## src/rtl/hazard_scoreboard_pkg.sv

```systemverilog
// Shared types for the hazard scoreboard: register address width,
// forward-select codes, per-register age encoding and entry state.
package hazard_scoreboard_pkg;

  localparam int AW   = 3;
  localparam int NREG = 8;

  typedef logic [AW-1:0] reg_t;

  localparam logic [1:0] FWD_RF  = 2'd0;
  localparam logic [1:0] FWD_ALU = 2'd1;
  localparam logic [1:0] FWD_MEM = 2'd2;

  typedef enum logic [1:0] {
    AGE_EX  = 2'd0,
    AGE_MEM = 2'd1,
    AGE_WB  = 2'd2
  } age_e;

  typedef struct packed {
    logic pending;
    logic is_load;
    age_e age;
  } entry_t;

endpackage

```

## src/rtl/hazard_scoreboard_sb_entry.sv

```systemverilog
// One register's producer state: pending / is_load / age.
// Ports: clk, rst_n, set, set_load, done, flush in; pending, is_load out.
module sb_entry
  import hazard_scoreboard_pkg::*;
(
  input  logic clk,
  input  logic rst_n,
  input  logic set,
  input  logic set_load,
  input  logic done,
  input  logic flush,
  output logic pending,
  output logic is_load
);

  entry_t cur;
  entry_t nxt;

  always_ff @(posedge clk or negedge rst_n) begin
    if (!rst_n) cur <= '0;
    else        cur <= nxt;
  end

  // A new producer always wins over a retiring one.
  always_comb begin
    nxt = cur;
    if (set) begin
      nxt.pending = 1'b1;
      nxt.is_load = set_load;
      nxt.age     = AGE_EX;
    end else if (cur.pending) begin
      if (cur.is_load) begin
        if (done) nxt = '0;
        else      nxt.age = AGE_MEM;
      end else if (flush || cur.age == AGE_WB) begin
        nxt = '0;
      end else begin
        nxt.age = age_e'(cur.age + 2'd1);
      end
    end
  end

  always_comb begin
    pending = cur.pending;
    is_load = cur.is_load;
  end

endmodule

```

## src/rtl/hazard_scoreboard.sv

```systemverilog
// Issue-side producer tracker: issue stall, registered rs/rt forward
// selects and outstanding-load count for an 8-register core.
module hazard_scoreboard
  import hazard_scoreboard_pkg::*;
#(
  parameter int LD_MAX = 2
) (
  input  logic       clk_i,
  input  logic       rst_n_i,
  input  logic       issue_valid_i,
  input  reg_t       issue_rs_i,
  input  reg_t       issue_rt_i,
  input  logic       issue_wr_i,
  input  reg_t       issue_dest_i,
  input  logic       issue_load_i,
  input  logic       ld_done_i,
  input  reg_t       ld_dest_i,
  input  logic       flush_i,
  output logic       stall_o,
  output logic [1:0] rs_fwd_o,
  output logic [1:0] rt_fwd_o,
  output logic [2:0] ld_count_o
);

  logic [NREG-1:0] alu_pend;
  logic [NREG-1:0] ld_pend;
  logic [NREG-1:0] hit;
  logic            accept;
  logic            rec;
  logic            use_hz;
  logic            waw_hz;
  logic            max_hz;
  logic [1:0]      rs_sel;
  logic [1:0]      rt_sel;

  for (genvar g = 0; g < NREG; g++) begin : g_reg
    if (g == 0) begin : g_zero
      assign alu_pend[g] = 1'b0;
      assign ld_pend[g]  = 1'b0;
      assign hit[g]      = 1'b0;
    end else begin : g_ent
      logic pend;
      logic isld;
      sb_entry u_entry (
        .clk      (clk_i),
        .rst_n    (rst_n_i),
        .set      (rec && issue_dest_i == reg_t'(g)),
        .set_load (issue_load_i),
        .done     (hit[g]),
        .flush    (flush_i),
        .pending  (pend),
        .is_load  (isld)
      );
      assign alu_pend[g] = pend && !isld;
      assign ld_pend[g]  = pend && isld;
      // Only a pending load can retire; stray returns fall out here.
      assign hit[g] = ld_done_i
                   && ld_dest_i == reg_t'(g)
                   && ld_pend[g];
    end
  end

  assign use_hz = (ld_pend[issue_rs_i] && !hit[issue_rs_i])
               || (ld_pend[issue_rt_i] && !hit[issue_rt_i]);
  assign max_hz = issue_load_i && ld_count_o == 3'(LD_MAX);
  assign waw_hz = issue_wr_i
               && ld_pend[issue_dest_i]
               && !hit[issue_dest_i];
  assign stall_o = use_hz || max_hz || waw_hz;

  assign accept = issue_valid_i && !stall_o;
  assign rec    = accept && issue_wr_i
               && issue_dest_i != '0 && !flush_i;

  always_comb begin
    rs_sel = FWD_RF;
    unique case (1'b1)
      alu_pend[issue_rs_i]: rs_sel = FWD_ALU;
      hit[issue_rs_i]:      rs_sel = FWD_MEM;
      default: ;
    endcase
  end

  always_comb begin
    rt_sel = FWD_RF;
    unique case (1'b1)
      alu_pend[issue_rt_i]: rt_sel = FWD_ALU;
      hit[issue_rt_i]:      rt_sel = FWD_MEM;
      default: ;
    endcase
  end

  always_ff @(posedge clk_i or negedge rst_n_i) begin
    if (!rst_n_i) begin
      rs_fwd_o   <= FWD_RF;
      rt_fwd_o   <= FWD_RF;
      ld_count_o <= '0;
    end else begin
      if (accept && !flush_i) begin
        rs_fwd_o <= rs_sel;
        rt_fwd_o <= rt_sel;
      end else begin
        rs_fwd_o <= FWD_RF;
        rt_fwd_o <= FWD_RF;
      end
      ld_count_o <= ld_count_o
                  + 3'(rec && issue_load_i)
                  - 3'(|hit);
    end
  end

endmodule

```

## config.mk

```make
export PLATFORM = sky130hd
export DESIGN_NAME = hazard_scoreboard
export DESIGN_NICKNAME = d
export VERILOG_FILES = /design/src/rtl/hazard_scoreboard_pkg.sv /design/src/rtl/hazard_scoreboard_sb_entry.sv /design/src/rtl/hazard_scoreboard.sv
export SDC_FILE = /design/constraint.sdc
export NUM_CORES = 1
export LEC_CHECK = 0
export ABC_AREA = 1
export CELL_PAD_IN_SITES_DETAIL_PLACEMENT = 0
export CELL_PAD_IN_SITES_GLOBAL_PLACEMENT = 1
export CORE_MARGIN = 1.5
export CORE_UTILIZATION = 40
export DETAILED_ROUTE_END_ITERATION = 7
export GPL_TIMING_DRIVEN = 0
export PLACE_DENSITY = 0.9
export SETUP_SLACK_MARGIN = 0.05
export SLEW_MARGIN = 20
export SYNTH_ARGS = -nofsm -noshare
export SYNTH_HDL_FRONTEND = slang
export SYNTH_SLANG_ARGS = --single-unit
```

## constraint.sdc

```tcl
create_clock -name clk_i -period 3.2 [get_ports clk_i]
set_clock_uncertainty 0.1 [all_clocks]
set_input_delay 0.32 -clock clk_i [delete_from_list [all_inputs] [get_ports clk_i]]
set_output_delay 0.32 -clock clk_i [all_outputs]
set_load 0.01 [all_outputs]
```

==> impl_results.md, run 1 <==
* Status: finished clean
* Total clock sinks at 35
* Die width at 82.1 um
* Distinct cells, synth at 29
* Final nets at 449
* Cell type with the largest total area after synthesis: dfrtp_1
* Number of synthesized flops with an enable pin at 0
* Vias in the first global route at 2382
* Final period utilization at 93.1%
* Hold Path Class: in2async
* Boundary pin count at 27
* Seq/Total Area, Yosys at 35.0%
* Yosys top cell area share at 35.0%
* Post-synthesis cell count at 388
* Critical Path Sink Type: output port
* Dpl ws at -0.384 ns
* Most used cell, CP: nand2_1
* Clock-pin slew on the worst setup and hold paths at 0.08 ns
* GRT Total Usage at 21.3%
* DIE HEIGHT at 82.1 um
* # DRC at 0
* Worst setup path class: in2out
* Yosys warns at 0
* Synthesized flop and latch total at 35
* Crit-path slowest cell: clkdlybuf4s50_1
* Worst-Skew Late Latency at 0.29 ns
* Post-Syn Area at 2500 um2
* Crit path largest cell delay at 0.52 ns
* DR pass1 iterations at 7
* Max Fanout on Critical Path at 4
* Worst vdd ir at 0.244 mV
* Hpwl dp at 5130 um
* Arrival time at the worst endpoint at 2.56 ns
* Reg2reg end: ld_count_o[2]
* Via count at 2562
* Port bufs at 22
* Tot Pwr at 1.51 mW
* Final setup violation count at 0
* Worst reg2reg path depth at 14
* Fin. max-slew vios at 0
* First-pass GRT wire length at 10700 um
* P&R area growth vs syn at 20.5%
* FP Rows at 28
* F_max at 335 MHz
* Initial Util at 41.8%
* WHS at 0.353 ns
* DP Cell Count at 486
* Post-synth top flop: dfrtp_1
* Slew @ Worst Pin at 0.495 ns
* Cell Area, Placed at 2830 um2
* Layout cells sized above 1 at 6.41%
* Syn_nets at 417
* Count leader, synth: nand2_1
* Fill count at 621
* Share of flip-flops with an asynchronous set or reset at 100%
* Total wire length at 6610 um
* PwrDens at 499 nW/um2
* Slew HR at 67.0%
* Post-route cell area at 3020 um2
* Diode count at 0
* Deepest clock path buffer count at 2
* Vias per std cell at 5.17
* Commonest cells post-synth: nand2_1 (103), inv_1 (74), nor2_1 (53)
* Tmin final at 2.98 ns
* Antenna viol nets, final at 0
* Root buf cell: clkbuf_8
* GPL Wtd Cong at 0.912
* Ranking of synthesized cells by area: dfrtp_1 (35%), nand2_1 (15%), inv_1 (11%)
* Core ar. at 5990 um2
* Worst R2R Start: g_reg[1].g_ent.u_entry.pending
* Crit path cell chain: clkdlybuf4s50_1 -> inv_1 -> nor2_1 -> nand2_1 -> nor2_1 -> nand2_1 -> nand2_1 -> nand2_1 -> nand2_1 -> a21oi_2 -> nor2_1 -> inv_1 -> clkdlybuf4s50_1
* Initial antenna violation count at 0
* Die area at 6740 um2
* TritonCTS buffer count at 5
* Unrepaired setup endpoints after global routing: no
* CTS tree: done
* Avg WL per Cell at 13.3 um
* Fin worst setup slack at 0.219 ns
* Max cap viols at 0
* Setup slack, reg-to-reg at 0.32 ns
* WP data required at 2.78 ns
* Cell Count, Final, Fillers Out at 496
* Drt initial violations at 151
* H-tree Lvls at 2
* Largest net degree at the start of global routing at 25
* Hold Violations, Final at 0
* Critical Path Source Type: primary input
* Syn_area_per_cell at 6.45 um2
* Total global routing overflow at 0
* Leak Pwr at 1.73 nW
==> per-layer routing <==
metal / track usage (%) / vias to the layer above / routed length [um]
met1: 27.5 / 1156 / 3030
met5: 0 / - / 0
met2: 33.7 / 98 / 2970
met4: 9.83 / 0 / 148
met3: 4.84 / 15 / 460
li1: - / 1293 / -
==> state kept, by name, indices dropped and copies added (netlist names) <==
name and flops:
g.g_ent.u_entry.cur 14, g.g_ent.u_entry.is_load 7, g.g_ent.u_entry.pending 7, ld_count_o 3, rs_fwd_o 2, rt_fwd_o 2
==> placed cells by master, fill, tap and decap left out, drive strengths merged, types with 4 or more instances in the layout <==
| cell type | Yosys | final |
|---|---|---|
| nand2 | 104 | 104 |
| o21ai | 32 | 32 |
| dfrtp | 35 | 35 |
| nand4 | 7 | 7 |
| dlymetal6s2s | 0 | 4 |
| nor2 | 54 | 54 |
| clkbuf | 4 | 10 |
| nand3 | 40 | 40 |
| ha | 9 | 9 |
| a21oi | 13 | 13 |
| inv | 74 | 74 |
| clkdlybuf4s50 | 0 | 17 |
| buf | 1 | 4 |
==> worst max-delay path by stage <==
stage                        startpoint            end  slack (ns)  cells past startpoint
after floorplan           issue_rs_i[0]  ld_count_o[2]        0.49                     15
after global placement     ld_dest_i[2]  ld_count_o[2]       -0.39                     15
after detailed placement   ld_dest_i[2]  ld_count_o[2]       -0.38                     15
after CTS                  ld_dest_i[2]  ld_count_o[2]         0.1                     15
after global routing       ld_dest_i[1]  ld_count_o[2]        0.08                     16
final                      ld_dest_i[1]        stall_o        0.22                     13
==> stage by stage <==
stage / util (%) / setup TNS, ns
global route: 50.4 / 0
CTS: 49.5 / 0
global placement: 47.0 / -0.695
detailed placement: 47.3 / -0.691
finish: 50.4 / 0
floorplan: - / 0
==> power breakdown <==
part | internal (mW) | switching [mW] | leakage [nW]
registers | 0.551 | 0.0679 | 0.460
logic | 0.205 | 0.260 | 1.21
clock network | 0.252 | 0.170 | 0.0612
==> critical path: cells and delay by family <==
family          cells  cell delay (ns)
compound gates      1             0.11
buf+inv             4             1.16
simple gates        8             0.97
==> timing repair <==
| action | 4_1_cts | 5_1_grt |
|---|---|---|
| buffers inserted | 1 | 0 |
| resized for setup | 0 | 15 |
| hold endpoints to repair | 11 | 0 |
| hold buffers | 1 | 0 |
| gates cloned | 0 | 0 |
| endpoints found under the setup margin | 2 | 3 |
| pin swaps | 1 | 0 |
==> final cells by class <==
class | count | area [um2] | share of cell area, %
Multi-Input combinational cell | 274 | 1370 | 45.3
Tap cell | 75 | 93.8 | 3.11
Clock buffer | 6 | 82.6 | 2.74
Timing Repair Buffer | 25 | 263 | 8.71
Clock inverter | 2 | 35.0 | 1.16
Inverter | 74 | 278 | 9.20
Sequential cell | 35 | 876 | 29.0
Buffer | 5 | 23.8 | 0.788
==> cell families (layout without fill, tap and decap cells) <==
| family | count (synthesis) | count (layout) | share of synthesized area, % |
|---|---|---|---|
| xor+xnor | 1 | 1 | 0.350 |
| compound gates | 54 | 54 | 12.0 |
| simple gates | 209 | 209 | 35.3 |
| fa+ha+maj | 10 | 10 | 5.30 |
| flops | 35 | 35 | 35.0 |
| buf+inv | 79 | 112 | 12.0 |
(Power assumes the default switching activity.)
==> run 2: changes to the inputs <==
ABC_CLOCK_PERIOD_IN_PS = 3200   (was unset)
==> results of run 2 <==
No change in the layout: final DEF, timing and power equal those of run 1.
==> run 3: changes to the inputs <==
GPL_ROUTABILITY_DRIVEN = 0   (was unset)
SLEW_MARGIN = 40   (was 20)
==> impl_results.md, run 3 (same netlist as run 1, synthesis figures left out) <==
* Status: finished clean
* Boundary pin count at 27 (unchanged)
* Leak Pwr at 1.70 nW (-1.9%)
* # DRC at 0 (unchanged)
* Tmin final at 2.96 ns (-0.0243 ns)
* Arrival time at the worst endpoint at 3.04 ns (+0.48 ns)
* Critical Path Source Type: primary input
* Sw Pwr at 0.481 mW (-3.5%)
* Antenna viol nets, final at 0 (unchanged)
* Deepest clock path buffer count at 2 (unchanged)
* Drt initial violations at 212 (+40%)
* Combined area of the multi-input logic cells at 1370 um2 (unchanged)
* Vias per std cell at 5.04 (-2.5%)
* Most frequent cells in the layout: nand2_1 (101), inv_1 (73), nor2_1 (47)
* Fin worst setup slack at 0.244 ns (+0.0243 ns)
* Fill count at 613 (-1.3%)
* Slew HR at 66.2% (-0.76 points)
* Die width at 82.1 um (unchanged)
* Max cap viols at 0 (unchanged)
* P&R area growth vs syn at 18.4%
* Worst-Skew Late Latency at 0.29 ns (about the same)
* Comb pwr share at 32.8% (+1.9 points)
* Final period utilization at 92.4% (-0.76 points)
* GRT Total Usage at 21.2% (-0.093 points)
* Int Power at 0.905 mW (-10%)
* Port bufs at 22 (unchanged)
* Fin. max-slew vios at 0 (unchanged)
* Max reg flops at 14 (unchanged)
* Sequential Power Share at 44.8% (+3.7 points)
* Worst setup path class: in2reg
* WP data required at 3.28 ns (+0.50 ns)
* Net Sw Frac at 34.7% (+1.6 points)
* Final setup violation count at 0 (unchanged)
* Die area at 6740 um2 (unchanged)
* Final nets at 448 (-0.22%)
* Reg area at 876 um2 (unchanged)
* Clock-pin slew on the worst setup and hold paths at 0.07 ns (about the same)
* F_max at 338 MHz (+0.82%)
* Hpwl dp at 5040 um (-1.7%)
* Critical Path Sink Type: register
* Crit-path slowest cell: clkdlybuf4s50_1
* DR pass1 iterations at 4 (-3)
* PwrDens at 467 nW/um2 (-6.4%)
* Most common cell after layout, fill and taps aside: nand2_1
* Hold Path Class: in2reg
* Initial Util at 41.8% (unchanged)
* Diode count at 0 (unchanged)
* Largest net degree at the start of global routing at 36 (+44%)
* Via count at 2493 (-2.7%)
* Core ar. at 5990 um2 (unchanged)
* Dpl ws at -0.392 ns (-0.00837 ns)
* Unrepaired setup endpoints after global routing: no
* Slew @ Worst Pin at 0.507 ns (+0.0114 ns)
* H-tree Lvls at 2 (unchanged)
* Layout cells sized above 1 at 6.19% (-0.22 points)
* FP Rows at 28 (unchanged)
* Root buf cell: clkbuf_8
* Largest reg by FF count: g.g_ent.u_entry.cur
* Total clock sinks at 35 (unchanged)
* Vias in the first global route at 2316 (-2.8%)
* Clock share of power at 22.5% (-5.5 points)
* Post-Route Utilization at 49.5% (-0.90 points)
* Max Fanout on Critical Path at 3 (-1)
* DIE HEIGHT at 82.1 um (unchanged)
* First-pass GRT wire length at 10600 um (-1.1%)
* CTS tree: done
* TritonCTS buffer count at 5 (unchanged)
* Total global routing overflow at 0 (unchanged)
* Avg WL per Cell at 12.9 um (-3.4%)
* Crit path cell chain: clkdlybuf4s50_1 -> inv_1 -> nor2_1 -> inv_1 -> o21ai_0 -> nor2_1 -> nand2_1 -> nand2_1 -> nand2_1 -> nand3_1 -> nor3_4 -> nand3_1 -> ha_1 -> inv_1 -> ha_1 -> fa_1 -> xnor2_1
* Hold Violations, Final at 0 (unchanged)
* Crit path largest cell delay at 0.51 ns (about the same)
* Initial antenna violation count at 0 (unchanged)
* Worst vdd ir at 0.220 mV (-9.8%)
* Total wire length at 6370 um (-3.6%)
[run 3: metrics by stage]
stage / cell area, um2 / TNS [ns] / instances / hold WS [ns] / total power [mW]
2_1_floorplan: 2500 / 0 / 388 / -0.0756 / 0.923
3_3_place_gp: 2820 / -0.678 / 485 / 0.393 / 1.06
3_5_place_dp: 2820 / -0.709 / 485 / 0.213 / 1.08
4_1_cts: 2910 / 0 / 495 / 0.354 / 1.40
5_1_grt: 2960 / 0 / 495 / 0.389 / 1.52
6_report: 2960 / 0 / 495 / 0.356 / 1.39
[run 3: path summary, 6_finish.rpt]
check                                                from                             end  slack [ns]  depth (start not counted)
setup / recovery                          issue_dest_i[1]                   ld_count_o[2]        0.24                         17
hold / removal                              issue_rt_i[2]                     rt_fwd_o[0]        0.36                          3
setup reg to reg           g_reg[1].g_ent.u_entry.pending                   ld_count_o[2]        0.30                         14
hold reg to reg             g_reg[2].g_ent.u_entry.cur[1]   g_reg[2].g_ent.u_entry.cur[1]        0.42                          2
max in group asynchronous                         rst_n_i  g_reg[1].g_ent.u_entry.is_load        2.25                          2
min in group asynchronous                         rst_n_i  g_reg[2].g_ent.u_entry.pending        0.43                          2
[run 3: power by group through the flow]
stage | Combinational, mW | Clock [mW] | Sequential [mW]
4_1_cts | 0.456 | 0.326 | 0.620
2_1_floorplan | 0.298 | 0 | 0.625
3_5_place_dp | 0.450 | 0 | 0.629
6_report | 0.454 | 0.311 | 0.620
3_3_place_gp | 0.437 | 0 | 0.623
5_1_grt | 0.541 | 0.338 | 0.636
[run 3: repair_timing]
item                                    in CTS  in global routing
endpoints found under the setup margin       2                  3
resized for setup                            0                 17
cloned                                       0                  0
pin swaps                                    1                  0
hold buffers                                 1                  0
endpoints found under the hold margin       35                  0
setup buffers                                1                  0
[run 3: layout make-up]
| type | instances | area share, % |
|---|---|---|
| buffer | 5 | 0.802 |
| timing repair buffer | 24 | 8.27 |
| clock inverter | 1 | 0.169 |
| sequential | 35 | 29.5 |
| inverter | 74 | 9.37 |
| clock buffer | 7 | 2.57 |
| multi-input combinational | 274 | 46.1 |
| tap | 75 | 3.17 |
[run 3: critical path, delay by kind of cell]
kind            cells  cell delay, ns
compound gates      1            0.15
buf+inv             4            0.73
xor+xnor            1            0.14
simple gates        8            0.85
fa+ha+maj           3            0.84
[run 3: routing by layer]
layer / GRT usage (%) / wire length, um / vias up
met4: 8.98 / 155 / 0
li1: - / - / 1289
met1: 28.6 / 2960 / 1106
met5: 0 / 0 / -
met3: 4.95 / 441 / 15
met2: 32.4 / 2810 / 83
